### config.mk
export PLATFORM = sky130hd
export DESIGN_NAME = title_screen_ctrl
export DESIGN_NICKNAME = d
export VERILOG_FILES = /design/src/rtl/title_screen_ctrl.sv
export SDC_FILE = /design/constraint.sdc
export NUM_CORES = 1
export LEC_CHECK = 0
export CAP_MARGIN = 40
export CORE_MARGIN = 3
export CORE_UTILIZATION = 43
export DETAILED_ROUTE_END_ITERATION = 8
export PLACE_DENSITY_LB_ADDON = 0.15
export SLEW_MARGIN = 20
export SYNTH_ARGS = -nofsm -noshare
export SYNTH_HDL_FRONTEND = slang
export SYNTH_SLANG_ARGS = --single-unit
export TNS_END_PERCENT = 50
### constraint.sdc
create_clock -name Clk -period 3.9 [get_ports Clk]
set_input_delay 0.78 -clock Clk [delete_from_list [all_inputs] [get_ports Clk]]
set_output_delay 0.78 -clock Clk [all_outputs]
set_load 0.05 [all_outputs]
### src/rtl/title_screen_ctrl.sv
// Title screen sequencer: slides the title in, blinks the start prompt, slides the
// title out on a fresh start-key press, then holds in GAME until game_over.
module title_screen_ctrl #(
    parameter logic [9:0] TITLE_Y_START = 10'd0,
    parameter logic [9:0] TITLE_Y_FINAL = 10'd80,
    parameter logic [9:0] SLIDE_STEP    = 10'd4,
    parameter logic [7:0] BLINK_FRAMES  = 8'd30,
    parameter logic [7:0] START_KEY     = 8'h28
) (
    input  logic       Clk,
    input  logic       Reset,
    input  logic       frame_clk,
    input  logic [7:0] keycode,
    input  logic       game_over,
    output logic [9:0] title_y_pos,
    output logic       show_title,
    output logic       show_prompt,
    output logic       game_start,
    output logic       in_game,
    output logic [1:0] state
);

    typedef enum logic [1:0] {
        SLIDE_IN = 2'd0,
        WAIT_KEY = 2'd1,
        EXIT     = 2'd2,
        GAME     = 2'd3
    } state_t;

    state_t     st_q, st_n;
    logic [9:0] y_q, y_n;
    logic       title_q, title_n;
    logic       prompt_q, prompt_n;
    logic       gs_q, gs_n;
    logic       ig_q, ig_n;
    logic [7:0] blink_q, blink_n;
    logic       armed_q, armed_n;
    logic       frame_clk_d;

    logic        tick;
    logic        key_start;
    logic [10:0] y_sum;
    logic [10:0] y_dif;
    logic        at_final;
    logic        at_start;

    assign tick      = frame_clk & ~frame_clk_d;
    assign key_start = (keycode == START_KEY);

    // 11-bit arithmetic so the slide saturates instead of wrapping
    assign y_sum    = {1'b0, y_q} + {1'b0, SLIDE_STEP};
    assign y_dif    = {1'b0, y_q} - {1'b0, SLIDE_STEP};
    assign at_final = (y_sum >= {1'b0, TITLE_Y_FINAL});
    assign at_start = y_dif[10] || (y_dif[9:0] <= TITLE_Y_START);

    always_comb begin
        st_n     = st_q;
        y_n      = y_q;
        title_n  = title_q;
        prompt_n = prompt_q;
        gs_n     = 1'b0;
        ig_n     = ig_q;
        blink_n  = blink_q;
        armed_n  = armed_q | ~key_start;

        case (st_q)
            SLIDE_IN: begin
                if (key_start) begin
                    // A skip consumes the press: the key must come up before it can start the game
                    y_n      = TITLE_Y_FINAL;
                    prompt_n = 1'b1;
                    blink_n  = 8'd0;
                    armed_n  = 1'b0;
                    st_n     = WAIT_KEY;
                end else if (tick) begin
                    if (at_final) begin
                        y_n      = TITLE_Y_FINAL;
                        prompt_n = 1'b1;
                        blink_n  = 8'd0;
                        st_n     = WAIT_KEY;
                    end else begin
                        y_n = y_sum[9:0];
                    end
                end
            end

            WAIT_KEY: begin
                if (key_start && armed_q) begin
                    prompt_n = 1'b0;
                    st_n     = EXIT;
                end else if (tick) begin
                    if (blink_q >= BLINK_FRAMES - 8'd1) begin
                        blink_n  = 8'd0;
                        prompt_n = ~prompt_q;
                    end else begin
                        blink_n = blink_q + 8'd1;
                    end
                end
            end

            EXIT: begin
                if ((tick && at_start) || (y_q == TITLE_Y_START)) begin
                    y_n     = TITLE_Y_START;
                    title_n = 1'b0;
                    gs_n    = 1'b1;
                    ig_n    = 1'b1;
                    st_n    = GAME;
                end else if (tick) begin
                    y_n = y_dif[9:0];
                end
            end

            GAME: begin
                if (game_over) begin
                    y_n      = TITLE_Y_START;
                    title_n  = 1'b1;
                    prompt_n = 1'b0;
                    ig_n     = 1'b0;
                    armed_n  = 1'b0;
                    st_n     = SLIDE_IN;
                end
            end

            default: st_n = SLIDE_IN;
        endcase
    end

    always_ff @(posedge Clk) begin
        if (Reset) begin
            st_q        <= SLIDE_IN;
            y_q         <= TITLE_Y_START;
            title_q     <= 1'b1;
            prompt_q    <= 1'b0;
            gs_q        <= 1'b0;
            ig_q        <= 1'b0;
            blink_q     <= 8'd0;
            armed_q     <= 1'b0;
            frame_clk_d <= 1'b0;
        end else begin
            st_q        <= st_n;
            y_q         <= y_n;
            title_q     <= title_n;
            prompt_q    <= prompt_n;
            gs_q        <= gs_n;
            ig_q        <= ig_n;
            blink_q     <= blink_n;
            armed_q     <= armed_n;
            frame_clk_d <= frame_clk;
        end
    end

    assign title_y_pos = y_q;
    assign show_title  = title_q;
    assign show_prompt = prompt_q;
    assign game_start  = gs_q;
    assign in_game     = ig_q;
    assign state       = st_q;

endmodule

==> results.cfg, run 1 <==
[outcome]
status = finished, final reports clean

[yosys]
synth_edf_count = 0
yosysSeqAreaShare_pct = 27.5
yosysMostFrequentCell = dfxtp_1
dominantRegCellSynth = dfxtp_1
ys_warn_count = 0
postSynthCellCount = 212
synth_top_area_share_pct = 27.5
syn_area_sq_um = 1750
async_flop_share_pct = 0
avgSynthCellArea_sq_um = 8.23
yosys-top-cells-area = dfxtp_1, ha_1, nand2_1, nor2b_1, nor2_1
yosys_register_bits = 24
ys_types = 60
synth_top_area_cell = dfxtp_1
synth_commonest_cells = dfxtp_1, nand2_1, nor2_1

[job]
drv_cap = 0

[sta]
hold_violations = 0
relSlewSlack_pct = 57.0
tightest_slew_ps = 645
finClkSkew_ps = 3.83
fin_crit_sh_pct = 72.6
setup_tns_ps = 0
setup_violations = 0
min_period_ps = 2830
report.final.slew_viol_count = 0
rsz0062_at_grt = false
max_freq_mhz = 353

[placement]
finalWeightedCongestion = 0.791
io_buffers = 25
dpl_cell_area_sq_um = 1990
hpwl_microns = 2980
dp_cells = 273

[worst_setup_path]
critPathSlowestCell = a2111oi_4
critPathLaunch = keycode[1]
critPathMaxFanout = 12
crit_required_ps = 4070
slowest_delay_ps = 670
cp-start-kind = input port
crit_type = in -> reg
crit_arrival_ps = 3000
crit_chain = clkdlybuf4s50_1, nor4b_2, and2_1, nor4_4, a2111oi_4, o21ai_1, a32o_1
reg2reg_from = title_y_pos[2]
critPathCaptureType = flip-flop

[floorplanning]
dieArea_sq_um = 4860
fp.dieW_microns = 69.7
coreArea_sq_um = 3800
die_h_microns = 69.7
fp-row-count = 22
start_util_pct = 45.9
io_pins = 28

[min_path]
min_from = blink_q[7]
hold_class = reg -> reg

[drt]
wl_microns = 4080
antenna_violating_nets_post_route = 0
via_per_inst = 5.83
firstDrtPassIters = 4
drc_errors = 0
wire_per_inst_microns = 14.7
drt-initial-drc-count = 94
vias = 1614

[global_routing]
grt_overflow = 0
grt_pass1_wl_microns = 6890
antenna_found_initial = 0
grt_usage_pct = 16.8
grt_max_degree = 24
grt_pass1_vias = 1482

[final_layout]
finalInstanceArea_sq_um = 2060
area_growth_pct = 18.3
final_nets = 252
diodes = 0
layout-drive-gt1-share_pct = 8.73
stdcell_count = 277

[power]
p_per_area_nw_per_um2 = 349
ir_drop_v = 0.000240
p_total_mw = 0.721
power_leakage_nw = 0.728

[clocking]
cts_tree = yes
clockRootBuffer = clkbuf_8
cts.sinks = 24
cts_resized = 0
h-tree-depth = 1
clk_path_buf_depth = 2
clk_pin_slew_ps = 90
cts_setup_buffers = 0
cts-buffers-inserted = 3
postCtsHoldBufs = 0
clk_latency_ps = 270
state kept, by name, summed over array words and instances (netlist names):
name,flops
armed_q,1
blink_q,8
frame_clk_d,1
game_start,1
in_game,1
show_prompt,1
show_title,1
state,2
title_y_pos,8
final cells by class:
type / count / area [sq um]
sequential: 24 / 480
timing repair buffer: 27 / 263
clock inverter: 1 / 30.0
tap: 48 / 60.1
inverter: 13 / 48.8
clock buffer: 3 / 41.3
fill: 378 / 1730
multi-input combinational: 161 / 1140
path summary, 6_finish.rpt:
check / slack, ps / end / cells past startpoint
worst max-delay path: 1070 / blink_q[3] / 7
worst min-delay path: 490 / blink_q[7] / 2
worst max register to register: 1260 / blink_q[3] / 7
worst min register to register: 490 / blink_q[7] / 2
power by group:
part	switching (mW)	internal, mW
clock	0.0841	0.137
combinational	0.140	0.0812
sequential	0.0222	0.256
total	0.247	0.475
metal layers:
layer | vias to the layer above | track usage (%) | share of wire, %
li1 | 809 | - | -
met2 | 38 | 27.4 | 46
met1 | 761 | 22.9 | 50
met4 | 0 | 3.40 | 1.4
met5 | - | 0 | 0
met3 | 6 | 3.48 | 3.1
cells in the final DEF (no fill, tap or decap), types with 3 or more instances in the layout:
cell type	Yosys	routed
a211o_1	5	5
a21oi_1	10	10
a221oi_1	3	3
a311oi_1	3	3
a31oi_1	5	5
a32o_1	3	3
and3_1	3	3
clkbuf_8	0	3
clkdlybuf4s50_1	0	25
dfxtp_1	24	24
ha_1	10	10
inv_1	12	12
nand2_1	15	15
nand2b_1	5	5
nand3_1	9	9
nor2_1	14	14
nor2b_1	9	9
nor3_1	6	6
nor3b_1	5	5
o21ai_0	3	3
o21ai_1	7	7
o31ai_1	3	3
xnor2_1	3	3
critical path, delay by kind of cell:
family,cells,cell delay (ps)
AND/OR/NAND/NOR,3,690
AO/OA/AOI/OAI,3,1100
buffers and inverters,1,410
through the flow:
stage | util [%] | hold WS, ps | setup slack, ps
2_1_floorplan | - | 454 | 1240
3_3_place_gp | 52.3 | 476 | 809
3_5_place_dp | 52.5 | 475 | 781
4_1_cts | 54.3 | 496 | 1080
5_1_grt | 54.3 | 513 | 921
6_report | 54.3 | 490 | 1070
kinds of logic after synthesis:
family,after synthesis,synth area share (%)
xor+xnor,4,2.01
compound gates,64,28.6
other cells,1,0.215
buf+inv,28,7.31
fa+ha+maj,10,7.17
simple gates,80,26.6
flops,24,27.5
mux,1,0.573
No activity file was read; power rests on OpenSTA's default activity.
==> run 2: changes to the inputs <==
==> constraint.sdc (replaced) <==
create_clock -name Clk -period 2.65 [get_ports Clk]
set_input_delay 0.53 -clock Clk [delete_from_list [all_inputs] [get_ports Clk]]
set_output_delay 0.53 -clock Clk [all_outputs]
set_load 0.05 [all_outputs]
==> run 2 against run 1 <==
Compared with the run above: register-to-register slack got worse by 950 ps; sequential share of layout area fell by 0.80 points; sequential power rose by 47%; highest routed layer unchanged.
==> results.cfg, run 2 (synthesis results as in run 1) <==
[final_layout]
stdcell_count = 287
most-common-layout-cells = clkdlybuf4s50_1, dfxtp_1, nand2_1
diodes = 0
finalInstanceArea_sq_um = 2140
fin_util_pct = 56.4
layout_commonest_cell = clkdlybuf4s50_1
layout-drive-gt1-share_pct = 13.0
final_nets = 262
area_growth_pct = 22.8

[power]
ir_drop_v = 0.000291
clkPwrFrac_pct = 30.1
seqPwrFrac_pct = 37.6
power_switching_mw = 0.366
power_leakage_nw = 0.778
p_total_mw = 1.09
p_per_area_nw_per_um2 = 507
power_frac_comb_pct = 32.3
p_sw_share_pct = 33.7
internal-power_mw = 0.722

[drt]
via_per_inst = 5.62
drc_errors = 0
firstDrtPassIters = 4
drt-initial-drc-count = 105
antenna_violating_nets_post_route = 0
wire_per_inst_microns = 14.1
vias = 1614
wl_microns = 4050

[global_routing]
grt_max_degree = 23
grt_overflow = 0
grt_usage_pct = 17.0
grt_pass1_wl_microns = 6950
antenna_found_initial = 0
grt_pass1_vias = 1471

[worst_setup_path]
critPathMaxFanout = 7
crit_chain = clkdlybuf4s50_1, nor4b_2, and2_1, nor4_4, a2111oi_4, buf_4, a41oi_1, nor2b_1
slowest_delay_ps = 480
critPathSlowestCell = a2111oi_4
crit_required_ps = 2860
critPathCaptureType = flip-flop
cp-start-kind = input port
crit_type = in -> reg
crit_arrival_ps = 2570

[clocking]
cts-buffers-inserted = 3
h-tree-depth = 1
postCtsHoldBufs = 0
cts_tree = yes
cts.sinks = 24
cts_resized = 0
clk_pin_slew_ps = 90
cts_setup_buffers = 0
clk_latency_ps = 270
clk_path_buf_depth = 2
clockRootBuffer = clkbuf_8

[sta]
max_freq_mhz = 423
tightest_slew_ps = 637
setup_violations = 0
report.final.slew_viol_count = 0
min_period_ps = 2360
setup_tns_ps = 0
hold_slack_ps = 507
fin_ws_ps = 288
hold_violations = 0
relSlewSlack_pct = 56.4
fin_crit_sh_pct = 89.1
finClkSkew_ps = 1.27
rsz0062_at_grt = false

[placement]
pre_cts_ws_ps = -2.10
io_buffers = 25
hpwl_microns = 3090
dp_cells = 283
finalWeightedCongestion = 0.827
dpl_cell_area_sq_um = 2070

[floorplanning]
dieArea_sq_um = 4860
io_pins = 28
die_h_microns = 69.7
fp-row-count = 22
coreArea_sq_um = 3800
fp.dieW_microns = 69.7
start_util_pct = 45.9

[min_path]
hold_class = reg -> reg

[outcome]
status = finished, final reports clean

[job]
drv_cap = 0
run 2: cell types whose count changed in the layout (fill, tap and decap cells not counted):
| cell | previous run | this run |
|---|---|---|
| dfxtp_1 | 24 | 23 |
| buf_2 | 1 | 0 |
| buf_4 | 1 | 12 |
| dfxtp_2 | 0 | 1 |
run 2: layout make-up:
class	count	area, sq um
tap	48	60.1
inverter	13	48.8
clock inverter	1	30.0
sequential	24	482
fill	349	1660
multi-input combinational	161	1140
timing repair buffer	37	340
clock buffer	3	41.3
run 2: per-layer routing:
metal	wire, microns	vias up	track usage (%)
met4	19	0	2.55
met3	212	2	3.62
met5	0	-	0
met1	1980	739	25.0
met2	1840	47	25.8
li1	-	826	-
run 2: path summary, 6_finish.rpt:
kind / from / end / slack (ps) / cells after the start
worst min-delay path: blink_q[7] / blink_q[7] / 510 / 2
worst max register to register: title_y_pos[3] / in_game / 310 / 8
worst min register to register: blink_q[7] / blink_q[7] / 510 / 2
worst max-delay path: keycode[4] / blink_q[6] / 290 / 8
run 2: power groups by stage:
stage          clock (mW)  sequential, mW  combinational [mW]
5_1_grt             0.345           0.415               0.383
3_3_place_gp            0           0.418               0.349
3_5_place_dp            0           0.417               0.348
6_report            0.327           0.409               0.351
4_1_cts             0.334           0.409               0.349
2_1_floorplan           0           0.448               0.211
run 2: critical path: cells and delay by family:
family / cells / cell delay (ps)
simple gates: 4 / 810
buf+inv: 2 / 650
compound gates: 2 / 600
